**config.mk**
```make
export PLATFORM = sky130hd
export DESIGN_NAME = sample_iterator
export DESIGN_NICKNAME = d
export VERILOG_FILES = /design/src/rtl/sample_iterator_pkg.sv /design/src/rtl/dff.sv /design/src/rtl/sample_step_dec.sv /design/src/rtl/sample_iterator.sv
export SDC_FILE = /design/constraint.sdc
export NUM_CORES = 1
export LEC_CHECK = 0
export ABC_CLOCK_PERIOD_IN_PS = 3300
export CAP_MARGIN = 20
export CORE_AREA = 4 4 282 284
export DETAILED_ROUTE_END_ITERATION = 8
export DIE_AREA = 0 0 286 288
export HOLD_SLACK_MARGIN = 0.08
export SLEW_MARGIN = 15
export SYNTH_ARGS = -nofsm -noshare
export SYNTH_HDL_FRONTEND = slang
export SYNTH_HIERARCHICAL = 1
export SYNTH_SLANG_ARGS = --single-unit
```
**constraint.sdc**
```tcl
create_clock -name clk -period 3.3 [get_ports clk]
set_input_delay 0.495 -clock clk [delete_from_list [all_inputs] [get_ports clk]]
set_output_delay 0.495 -clock clk [all_outputs]
set_load 0.02 [all_outputs]
```
**src/rtl/sample_iterator_pkg.sv**
```systemverilog
// Shared raster definitions: iterator state, MSAA one-hot codes, step-shift map.
// Latency: n/a (types, constants and a pure function only).
// Backpressure: n/a.
package sample_iterator_pkg;

    localparam int SIGFIG = 24;
    localparam int RADIX  = 10;
    localparam int VERTS  = 3;
    localparam int AXIS   = 3;
    localparam int COLORS = 3;

    typedef enum logic {
        ST_WAIT = 1'b0,
        ST_TEST = 1'b1
    } state_t;

    // One-hot multisample rates as presented by the bbox stage
    localparam logic [3:0] SS_1X  = 4'b1000;
    localparam logic [3:0] SS_4X  = 4'b0100;
    localparam logic [3:0] SS_16X = 4'b0010;
    localparam logic [3:0] SS_64X = 4'b0001;

    // Right-shift applied to one pixel (1<<RADIX) to get the sample pitch.
    // Illegal (non one-hot) codes fall back to 1x so the walk still terminates.
    function automatic logic [1:0] step_shift(input logic [3:0] ss);
        logic [1:0] k;
        case (ss)
            SS_1X:   k = 2'd0;
            SS_4X:   k = 2'd1;
            SS_16X:  k = 2'd2;
            SS_64X:  k = 2'd3;
            default: k = 2'd0;
        endcase
        return k;
    endfunction

endpackage

```
**src/rtl/dff.sv**
```systemverilog
// Generic enabled register with synchronous active-high clear.
// Latency: 1 cycle from d to q when en is high.
// Backpressure: none; holds q while en is low.
module dff #(
    parameter int W = 1
) (
    input  logic         clk,
    input  logic         rst,
    input  logic         en,
    input  logic [W-1:0] d,
    output logic [W-1:0] q
);

    // Capture d on enable, clear on reset
    always_ff @(posedge clk) begin
        if (rst)     q <= '0;
        else if (en) q <= d;
    end

endmodule

```
**src/rtl/sample_step_dec.sv**
```systemverilog
// Decodes the one-hot MSAA rate into the fixed-point sample pitch.
// Latency: combinational; the caller registers the result at triangle accept.
// Backpressure: none.
module sample_step_dec
    import sample_iterator_pkg::*;
#(
    parameter int P_SIGFIG = SIGFIG,
    parameter int P_RADIX  = RADIX
) (
    input  logic [3:0]          i_sub_sample,
    output logic [P_SIGFIG-1:0] o_step
);

    localparam logic [P_SIGFIG-1:0] ONE_PIXEL = P_SIGFIG'(1) << P_RADIX;

    logic [1:0] w_shift;

    // Pitch = one pixel divided by 1/2/4/8 for 1x/4x/16x/64x
    always_comb begin
        w_shift = step_shift(i_sub_sample);
        o_step  = ONE_PIXEL >> w_shift;
    end

endmodule

```
**src/rtl/sample_iterator.sv**
```systemverilog
// Walks every grid sample of a triangle's bounding box in raster order, one per cycle.
// Latency: first sample valid the cycle after accept; W*H consecutive valid cycles per box.
// Backpressure: halt_RnnnnL low while busy; SAMPLE_ITER_OVERLAP_EN also opens halt on the last sample.
module sample_iterator
    import sample_iterator_pkg::*;
#(
    parameter int P_SIGFIG = SIGFIG,
    parameter int P_RADIX  = RADIX,
    parameter int P_VERTS  = VERTS,
    parameter int P_AXIS   = AXIS,
    parameter int P_COLORS = COLORS
) (
    input  logic                                            clk,
    input  logic                                            rst,
    input  logic signed [P_VERTS-1:0][P_AXIS-1:0][P_SIGFIG-1:0] tri_R13S,
    input  logic        [P_COLORS-1:0][P_SIGFIG-1:0]        color_R13U,
    input  logic signed [1:0][1:0][P_SIGFIG-1:0]            box_R13S,
    input  logic                                            validTri_R13H,
    input  logic        [3:0]                               subSample_RnnnnU,
    output logic                                            halt_RnnnnL,
    output logic signed [P_VERTS-1:0][P_AXIS-1:0][P_SIGFIG-1:0] tri_R14S,
    output logic        [P_COLORS-1:0][P_SIGFIG-1:0]        color_R14U,
    output logic signed [1:0][P_SIGFIG-1:0]                 sample_R14S,
    output logic                                            validSamp_R14H
);

    localparam int TRI_W   = P_VERTS * P_AXIS * P_SIGFIG;
    localparam int COLOR_W = P_COLORS * P_SIGFIG;

    state_t r_state;
    state_t w_state_nxt;

    logic signed [P_SIGFIG-1:0] r_x, r_y;
    logic signed [P_SIGFIG-1:0] r_ll_x, r_ur_x, r_ur_y;
    logic        [P_SIGFIG-1:0] r_step;
    logic        [P_SIGFIG-1:0] w_step;
    logic                       w_last;
    logic                       w_accept;
    logic        [TRI_W-1:0]    w_tri_q;
    logic        [COLOR_W-1:0]  w_color_q;

    // Last sample of the box: the current position has reached upper-right
    assign w_last = (r_state == ST_TEST) && (r_x == r_ur_x) && (r_y == r_ur_y);

    // A new triangle is taken when idle, or on the final sample if overlap is built in
`ifdef SAMPLE_ITER_OVERLAP_EN
    assign w_accept = validTri_R13H && ((r_state == ST_WAIT) || w_last);
`else
    assign w_accept = validTri_R13H && (r_state == ST_WAIT);
`endif

    sample_step_dec #(
        .P_SIGFIG (P_SIGFIG),
        .P_RADIX  (P_RADIX)
    ) u_step_dec (
        .i_sub_sample (subSample_RnnnnU),
        .o_step       (w_step)
    );

    // Triangle and colour are held for every sample of the triangle
    dff #(.W(TRI_W)) u_tri_reg (
        .clk (clk),
        .rst (rst),
        .en  (w_accept),
        .d   (tri_R13S),
        .q   (w_tri_q)
    );

    dff #(.W(COLOR_W)) u_color_reg (
        .clk (clk),
        .rst (rst),
        .en  (w_accept),
        .d   (color_R13U),
        .q   (w_color_q)
    );

    assign tri_R14S   = w_tri_q;
    assign color_R14U = w_color_q;

    // State register
    always_ff @(posedge clk) begin
        if (rst) r_state <= ST_WAIT;
        else     r_state <= w_state_nxt;
    end

    // Next-state: leave WAIT on accept, leave TEST after the last sample unless re-accepting
    always_comb begin
        w_state_nxt = r_state;
        case (r_state)
            ST_WAIT: if (w_accept) w_state_nxt = ST_TEST;
            ST_TEST: if (w_last)   w_state_nxt = w_accept ? ST_TEST : ST_WAIT;
            default:               w_state_nxt = ST_WAIT;
        endcase
    end

    // Outputs decoded from state (and the registered last-sample condition)
    always_comb begin
        halt_RnnnnL    = 1'b1;
        validSamp_R14H = 1'b0;
        if (r_state == ST_TEST) begin
            validSamp_R14H = 1'b1;
`ifdef SAMPLE_ITER_OVERLAP_EN
            halt_RnnnnL    = w_last;
`else
            halt_RnnnnL    = 1'b0;
`endif
        end
    end

    // Iteration registers: load lower-left on accept, then step x, wrapping to the next row at ur_x
    always_ff @(posedge clk) begin
        if (rst) begin
            r_x    <= '0;
            r_y    <= '0;
            r_ll_x <= '0;
            r_ur_x <= '0;
            r_ur_y <= '0;
            r_step <= '0;
        end else if (w_accept) begin
            r_x    <= box_R13S[0][0];
            r_y    <= box_R13S[0][1];
            r_ll_x <= box_R13S[0][0];
            r_ur_x <= box_R13S[1][0];
            r_ur_y <= box_R13S[1][1];
            r_step <= w_step;
        end else if ((r_state == ST_TEST) && !w_last) begin
            if (r_x != r_ur_x) begin
                r_x <= r_x + $signed(r_step);
            end else begin
                r_x <= r_ll_x;
                r_y <= r_y + $signed(r_step);
            end
        end
    end

    assign sample_R14S[0] = r_x;
    assign sample_R14S[1] = r_y;

endmodule

```
After elaboration in Yosys (flattened, before gate mapping) --
Index checks and enable logic that the tools add are counted. W data, S select, Z words.
Operators by class: add/sub/neg operators 2, equality and inequality tests 7, shift operators 1, muxes and demuxes 12, bitwise logic cells 1, reductions and logical operators 7
Operators with widths (number):
- $mux W24 | 6
- $add A24 B24 Y24 | 2
- $eq A24 B24 Y1 | 2
- $ne A24 B24 Y1 | 1
- $shr A11 B2 Y24 const A | 1
- $pmux W2 S3 | 1
- $eq A4 B1 Y1 const B | 1
- $eq A4 B2 Y1 const B | 1
- $eq A4 B3 Y1 const B | 1
- $logic_and A1 B1 Y1 | 4
- $mux W1 | 4
- $ne A2 B1 Y1 const B | 1
- $pmux W1 S2 | 1
- $reduce_and A2 Y1 | 1
- $reduce_bool A2 Y1 | 1
- $logic_not A1 Y1 | 1
- $not A1 Y1 | 1
Storage, ports and cells: flip-flop bits (word level) 433, word-level logic and storage cells 39

Logic depth before layout (Yosys ltp) --
Gate-level depths: netlist (run 1).
depth after elaboration 7, depth in mapped cells 11, depth with buffers taken out 11

Cells and area by module --
Netlist (run 1), hierarchy kept.
Modules (own cells, without submodules):
- sample_iterator | times used 1, cells each 1029, area an instance 8176.6 µm², sequential area each 2902.8 µm²
- dff (u_tri_reg) | times used 1, cells each 696, area an instance 7632.3 µm², sequential area each 4324.1 µm²
- dff (u_color_reg) | times used 1, cells each 232, area an instance 2580.0 µm², sequential area each 1441.4 µm²
- sample_step_dec | times used 1, cells each 28, area an instance 205.2 µm², sequential area each 0.0 µm²

Worst setup path before layout (run 1) --
Ideal clock, no wire load.
path type flip-flop to flip-flop, start reg r_x[0], end reg r_x[16], setup time 0.135 ns, arrival 2.606 ns, required time 3.165 ns, path slack 0.558 ns, cell stages (with the launch flop) 12, path buffers 0, clock period less this slack 2.742 ns, cell sequence dfxtp_1 > ha_1 > inv_1 > fa_1 > nand2b_1 > a21oi_1 > o21bai_1 > a211o_1 > and3_1 > or3_1 > a31oi_1 > a211oi_2
Between the ends: cells in the longest elaborated chain, start to end 6
RTL lines:
- start, declared | line sample_iterator.sv:33 | logic signed [P_SIGFIG-1:0] r_x, r_y;
- start signal, assigned | line sample_iterator.sv:120 | r_x <= box_R13S[0][0];
- start signal, assigned | line sample_iterator.sv:128 | r_x <= r_x + $signed(r_step);
- start signal, assigned | line sample_iterator.sv:130 | r_x <= r_ll_x;
- branches (longest 6 deep; another with $add A24 B24 Y24)
Several ways; the timed one is not identified. The select of a mux whose other input is x is not followed. A chain may end at the register's enable or synchronous reset.

Final worst setup path (run 1) --
start reg r_y[0], end reg r_y[20]
Between the ends: cells in the longest elaborated chain, start to end 6
RTL lines:
- start, declared | line sample_iterator.sv:33
- start signal, assigned | line sample_iterator.sv:121 | r_y <= box_R13S[0][1];
- start signal, assigned | line sample_iterator.sv:131 | r_y <= r_y + $signed(r_step);
- branches (longest 6 deep; another with $add A24 B24 Y24)
Several ways; the timed one is not identified. The select of a mux whose other input is x is not followed.

==> results by group, run 1 <==
CTS
  – CTS root buf: clkbuf_16
  – Post_cts resized: 0
  – Hold buffers post-CTS: 0
  – Max H-tree Level: 2
  – TritonCTS Buffers: 51
  – Clk sink count: 433
  – Worst-Skew Late Latency: 0.61 ns
  – Register clock-pin slew on the reported worst setup and hold paths: approximately 0.060 ns
  – Bufs on Longest Clock Path: 3
  – Setup repair bufs after CTS: 0
  – CTS tree: done

Die
  – Rows: between 100 and 150
  – Die height: 288 um
  – Die area: ~0.082 mm^2
  – Core Area: between 0.07 and 0.08 mm^2
  – # IOs: 729
  – Initial Util: 24.1%
  – Die width: roughly 290 um

Critical path
  – CP arrival: around 3.5 ns
  – CP max FO: 4
  – Worst path required time: around 3.8 ns
  – Worst r2r src: r_y[0]
  – CP max stage cell: a2111o_1
  – Crit Path Class: flop to flop
  – Crit path max-delay family: compound AO/OA/AOI/OAI gates
  – Worst path cell trace: ha_1 > inv_1 > fa_1 > nor2b_1 > o2111ai_1 > a31oi_1 > o211ai_1 > a21oi_2 > o211ai_1 > a2111o_1 > o211ai_1
  – Most frequent CP cell: o211ai_1
  – CP Depth: 11
  – Buf+Inv Stages, Crit Path: 1
  – Startpoint Class: flop
  – Setup crit start: r_y[0]
  – Worst setup EP type: flop
  – Reg2reg path depth: 11
  – Worst stage delay on the critical path: ~0.43 ns

Power
  – Switching Share: 28.1%
  – Part of the power in registers: about 40%
  – Switch Pwr: between 4000 and 5000 uW
  – Power Density: 511 mW/mm^2
  – Comb pwr share: 20.1%
  – Tot Pwr: about 15000 uW
  – VDD IR max: ~0.00035 V
  – Clock power share: around two fifths
  – Internal power: 10600 uW
  – Cell leakage power: approximately 0.012 uW

STA
  – Skew final: between 0.03 and 0.04 ns
  – Worst rel slew slack: ~47%
  – Slew Viols, Final: 0
  – Worst-margin pin slew: 0.781 ns
  – RSZ-0062 raised after global routing: no
  – Crit share post-route: between 90% and 100%
  – Final min period: between 3 and 4 ns
  – Final hold vios: 0
  – Setup TNS: 0 ns
  – Final setup vio count: 0
  – Achievable Freq: roughly 330 MHz

Min path
  – Hold Path Class: input port to flop
  – Hold Crit Depth: 2
  – Hold wc startpoint: rst

Drt
  – Number of DRC markers in iteration 0: ~1100
  – Pre-antenna DRT Iters: 5
  – Routed WL: 82600 um
  – DR vias: roughly 17000
  – Post-route DRC: 0
  – Antenna Nets Post-Route: 0
  – Via density: approximately 4.5
  – Drt wl/cell: around 22 um

GRT
  – Largest net degree at the start of global routing: between 90 and 100
  – Vias in the first global route: approximately 16000
  – Initial antenna violation count: 21
  – Tot GR Track Use: between 10% and 20%
  – Total gr overflow: 0
  – Global-route wire length before repair: 114000 um

Logic synthesis
  – Synth Register Bits: around 430
  – Post-synthesis average cell area: roughly 9.4 um^2
  – Post-Syn Instances: 1985
  – Synth warn: 6
  – Share of flip-flops with an asynchronous set or reset: 0%
  – Number of synthesized flops with an enable pin: 0
  – Post-synthesis cell area: around 0.019 mm^2
  – Seq/Total Area, Yosys: approximately 47%
  – Post-synth top flop: dfxtp_1
  – Library cells used by synthesis: 73

Place
  – Final GP Congestion: 0.906
  – PortBufs: roughly 730
  – Area after DPL: approximately 0.027 mm^2
  – Hpwl dp: ~65000 um
  – Post-Place Cells: 3690

Cells and area
  – Final #Nets: 3142
  – Layout cells sized above 1: ~6%
  – Synthesis-to-finish area growth: 54.8%
  – Fin area: around 0.029 mm^2
  – Fin cells: between 3000 and 4000

Run status
  – Status: complete, no violations

Run
  – Maximum Capacitance Violations: 0
## sequential cells by signal (all words and copies together) (netlist names)
signal,count
r_ur_y,24
r_step,24
u_tri_reg/q,216
u_color_reg/q,72
r_ll_x,24
r_ur_x,24
r_x,24
r_y,24
r_state,1
## synthesized netlist by cell type (all sizes together), types with 6 or more instances
cell,count,area [um^2]
and3,6,37.5
a31oi,15,93.8
mux2i,297,2970
a211oi,12,105
nor2,328,1260
clkbuf,57,215
nand3,9,45.0
nor4,13,81.3
nand4,6,37.5
o211ai,11,82.6
xor2,60,526
dfxtp,433,8670
buf,80,653
a21oi,164,832
o21ai,27,139
ha,46,576
inv,17,63.8
nand2,248,931
or3,6,37.5
a21o,24,180
a22oi,19,143
xnor2,25,219
## routing by layer
layer  share of wire (%)  global-route usage (%)
met4                 2.8                    6.02
met5               0.076                       0
met1                  44                    24.9
met3                 9.4                    6.63
met2                  44                    27.9
## path summary, 6_finish.rpt
path                                          to  slack [ns]
worst max register to register           r_y[20]        0.29
worst min-delay path            u_tri_reg/q[203]        0.36
worst min register to register         r_ll_x[2]        0.45
worst max-delay path                     r_y[20]        0.29
## layout make-up
class / count / area (um^2)
Clock inverter: 15 / 203
Timing Repair Buffer: 783 / 7870
Sequential cell: 433 / 8670
Inverter: 18 / 75.1
Antenna cell: 13 / 32.5
Clock buffer: 80 / 1550
Fill cell: 7861 / 48300
Multi-Input combinational cell: 1416 / 9080
Tap cell: 1040 / 1300
## worst register-to-register path, stage by stage, from the launching register on
cell,delay [ns]
dfxtp_1,0.39
ha_1,0.22
inv_1,0.07
fa_1,0.39
nor2b_1,0.24
o2111ai_1,0.15
a31oi_1,0.34
o211ai_1,0.21
a21oi_2,0.25
o211ai_1,0.16
a2111o_1,0.43
o211ai_1,0.09
## cells by family (layout without fill, tap and decap cells)
group                      after synthesis  count (layout)  share of synthesized area [%]
AOI/OAI and AO/OA                      315             315                           10.6
xor gates and xnor gates                85              85                           4.00
adders and majority gates               48              48                           3.31
buffers and inverters                  155             896                           5.03
DFF                                    433             433                           46.6
muxes                                  301             301                           16.2
other                                    1              33                         0.0202
and+or+nand+nor                        647             647                           14.2
## power groups by stage
stage | clock network, uW | registers [uW] | logic, uW
finish | 5900 | 5850 | 2960
global route | 6300 | 5890 | 3160
CTS | 6060 | 5850 | 2970
detailed placement | 0 | 5960 | 2950
global placement | 0 | 5950 | 2960
floorplan | 0 | 6220 | 1180
## cells in the final DEF (no fill, tap or decap), drive strengths merged, types with 6 or more instances in the layout
cell	count
nor2	328
xor2	60
dfxtp	433
a22oi	19
a21o	24
or3	6
nor4	13
conb	20
diode	13
clkbuf	80
inv	19
o211ai	11
buf	56
nand3	9
xnor2	25
clkinv	8
ha	46
nand4	6
and3	6
a211oi	12
a31oi	15
o21ai	27
mux2i	297
a21oi	164
clkdlybuf4s50	727
nand2	248
## metrics by stage
stage,utilization [%],setup slack (ns),hold WS [ns]
6_report,37.3,0.286,0.360
5_1_grt,37.3,0.0709,0.338
4_1_cts,37.3,0.323,0.318
3_5_place_dp,35.0,0.354,0.448
3_3_place_gp,35.0,0.424,0.440
2_1_floorplan,-,0.558,0.432
(Power assumes the default switching activity.)
==> inputs of run 2 (changes only) <==
Settings changed: PLACE_DENSITY set to 0.55.
==> run 2 against run 1 <==
Effect of this change:
- via count decreased by 0.32%
- final cell count decreased by 0.26%
- register-to-register slack improved by 0.06 ns
- clock power increased by 2%
- critical path depth unchanged
- non-clock buffer count decreased by 13
- core utilization about the same
- die area unchanged
- worst hold slack improved by 0.087 ns
- fmax increased by 2.2%
- critical endpoint unchanged
- largest cell class unchanged
==> results by group, run 2 (synthesized netlist as in run 1, its figures left out) <==
Run status
  – Status: complete, no violations

Cells and area
  – Most frequent cells in the layout: clkdlybuf4s50_1 (727), dfxtp_1 (433), nor2_1 (325), mux2i_1 (297), nand2_1 (247)
  – Max reg flops: ~220
  – Layout cells sized above 1: under 10%
  – Filler cells: ~8000
  – Area occupied by multi-input gates: 0.00907 mm^2
  – Storage cell area: 0.00867 mm^2
  – Biggest register: u_tri_reg/q
  – Most common cell after layout, fill and taps aside: clkdlybuf4s50_1
  – Regs by FF count: u_tri_reg/q: 216 flops, u_color_reg/q: 72 flops
  – Final #Nets: ~3100
  – Synthesis-to-finish area growth: 54.6%

STA
  – Worst rel slew slack: 28.6%
  – Slew Viols, Final: 0
  – Final hold vios: 0
  – RSZ-0062 raised after global routing: no
  – Achievable Freq: between 300 and 400 MHz
  – Final min period: ~2.9 ns
  – Worst-margin pin slew: between 1 and 1.5 ns
  – Final setup vio count: 0
  – Skew final: approximately 0.029 ns
  – Final WS setup: 0.350 ns
  – Crit share post-route: between 80% and 90%
  – Setup TNS: 0 ns

Die
  – Die width: ~290 um
  – Die area: 0.0824 mm^2
  – # IOs: approximately 730
  – Initial Util: 24.1%
  – Core Area: about 0.077 mm^2
  – Die height: approximately 290 um
  – Rows: around 100

Critical path
  – CP max FO: 4
  – Startpoint Class: flop
  – CP max stage cell: dfxtp_1
  – Worst path required time: around 3.8 ns
  – Crit path max-delay family: compound AO/OA/AOI/OAI gates
  – Worst stage delay on the critical path: 0.42 ns
  – CP Depth: 11
  – Crit Path Class: flop to flop
  – Worst setup EP type: flop
  – Reg2reg path depth: 11
  – Worst path cell trace: ha_1 > inv_1 > fa_1 > nor2b_1 > o2111ai_1 > a31oi_2 > o211ai_1 > a21oi_2 > o211ai_1 > a2111o_1 > o211ai_1
  – Most frequent CP cell: o211ai_1
  – Buf+Inv Stages, Crit Path: 1
  – CP arrival: between 3 and 4 ns

Place
  – Hpwl dp: 65700 um
  – PortBufs: 728
  – Final GP Congestion: 0.959
  – Dpl ws: between 0.3 and 0.4 ns

GRT
  – Vias in the first global route: around 17000
  – Largest net degree at the start of global routing: ~110
  – Tot GR Track Use: 18.9%
  – Global-route wire length before repair: ~120000 um
  – Total gr overflow: 0
  – Initial antenna violation count: 30

CTS
  – TritonCTS Buffers: between 50 and 60
  – Setup repair bufs after CTS: 0
  – Worst-Skew Late Latency: approximately 0.6 ns
  – Register clock-pin slew on the reported worst setup and hold paths: 0.06 ns
  – CTS tree: done
  – CTS root buf: clkbuf_16
  – Clk sink count: 433
  – Max H-tree Level: 2
  – Bufs on Longest Clock Path: 3

Power
  – Power Density: 516 mW/mm^2
  – Cell leakage power: between 0.01 and 0.015 uW
  – VDD IR max: about 0.00038 V

Drt
  – Routed WL: ~83000 um
  – Antenna Nets Post-Route: 0
  – Number of DRC markers in iteration 0: 1009
  – Post-route DRC: 0
  – Pre-antenna DRT Iters: 5
  – Drt wl/cell: 22.0 um
  – Via density: approximately 4.5
  – DR vias: about 17000

Min path
  – Hold Crit Depth: 3
  – Hold Path Class: input port to flop

Run
  – Maximum Capacitance Violations: 0
-- run 2: final timing paths --
check | start | end | slack, ns
worst min register to register | r_ll_x[0] | r_ll_x[0] | 0.45
worst min-delay path | box_R13S[87] | r_ur_y[15] | 0.45
worst max-delay path | r_y[0] | r_y[20] | 0.35
worst max register to register | r_y[0] | r_y[20] | 0.35
-- run 2: worst min-delay path, delay by kind of cell --
family	cells	cell delay, ns
buffers and inverters	1	0.40
and+or+nand+nor	1	0.06
AOI/OAI and AO/OA	1	0.05
-- run 2: metal layers --
| layer | wire length (um) | track usage [%] |
|---|---|---|
| met1 | 34000 | 23.3 |
| met2 | 39300 | 31.1 |
| met4 | 2290 | 6.32 |
| met3 | 7740 | 6.20 |
| met5 | 41 | 0 |
-- run 2: repair_timing --
action                                  4_1_cts  5_1_grt
resized for setup                             0        1
endpoints found under the setup margin        0        1
hold buffers                                  0        0
-- run 2: metrics by stage --
| step | power, uW | util [%] | instances | area [um^2] | hold slack [ns] |
|---|---|---|---|---|---|
| 3_3_place_gp | 8880 | 34.9 | 3677 | 26900 | 0.444 |
| 6_report | 14800 | 37.3 | 3788 | 28800 | 0.447 |
| 4_1_cts | 15100 | 37.2 | 3771 | 28700 | 0.401 |
| 5_1_grt | 15500 | 37.3 | 3785 | 28700 | 0.423 |
| 3_5_place_dp | 8910 | 34.9 | 3677 | 26900 | 0.447 |
| 2_1_floorplan | 7400 | - | 2004 | 18700 | 0.432 |
-- run 2: power breakdown --
part           switching (uW)  internal [uW]
Clock                    2360           3690
Sequential                273           5580
Combinational            1500           1450
Total                    4130          10700
-- run 2: layout make-up --
class / count / share of cell area, %
Antenna cell: 17 / 0.148
Clock inverter: 15 / 0.766
Timing Repair Buffer: 770 / 27.1
Clock buffer: 79 / 5.51
Sequential cell: 433 / 30.2
Tap cell: 1040 / 4.53
Multi-Input combinational cell: 1416 / 31.6
Inverter: 18 / 0.261
==> inputs of run 3 (changes only) <==
Settings changed: SLEW_MARGIN 15 to 20, TNS_END_PERCENT set to 30.
==> results of run 3 <==
Same layout as run 2: the final DEF is identical, and so are final timing and power.
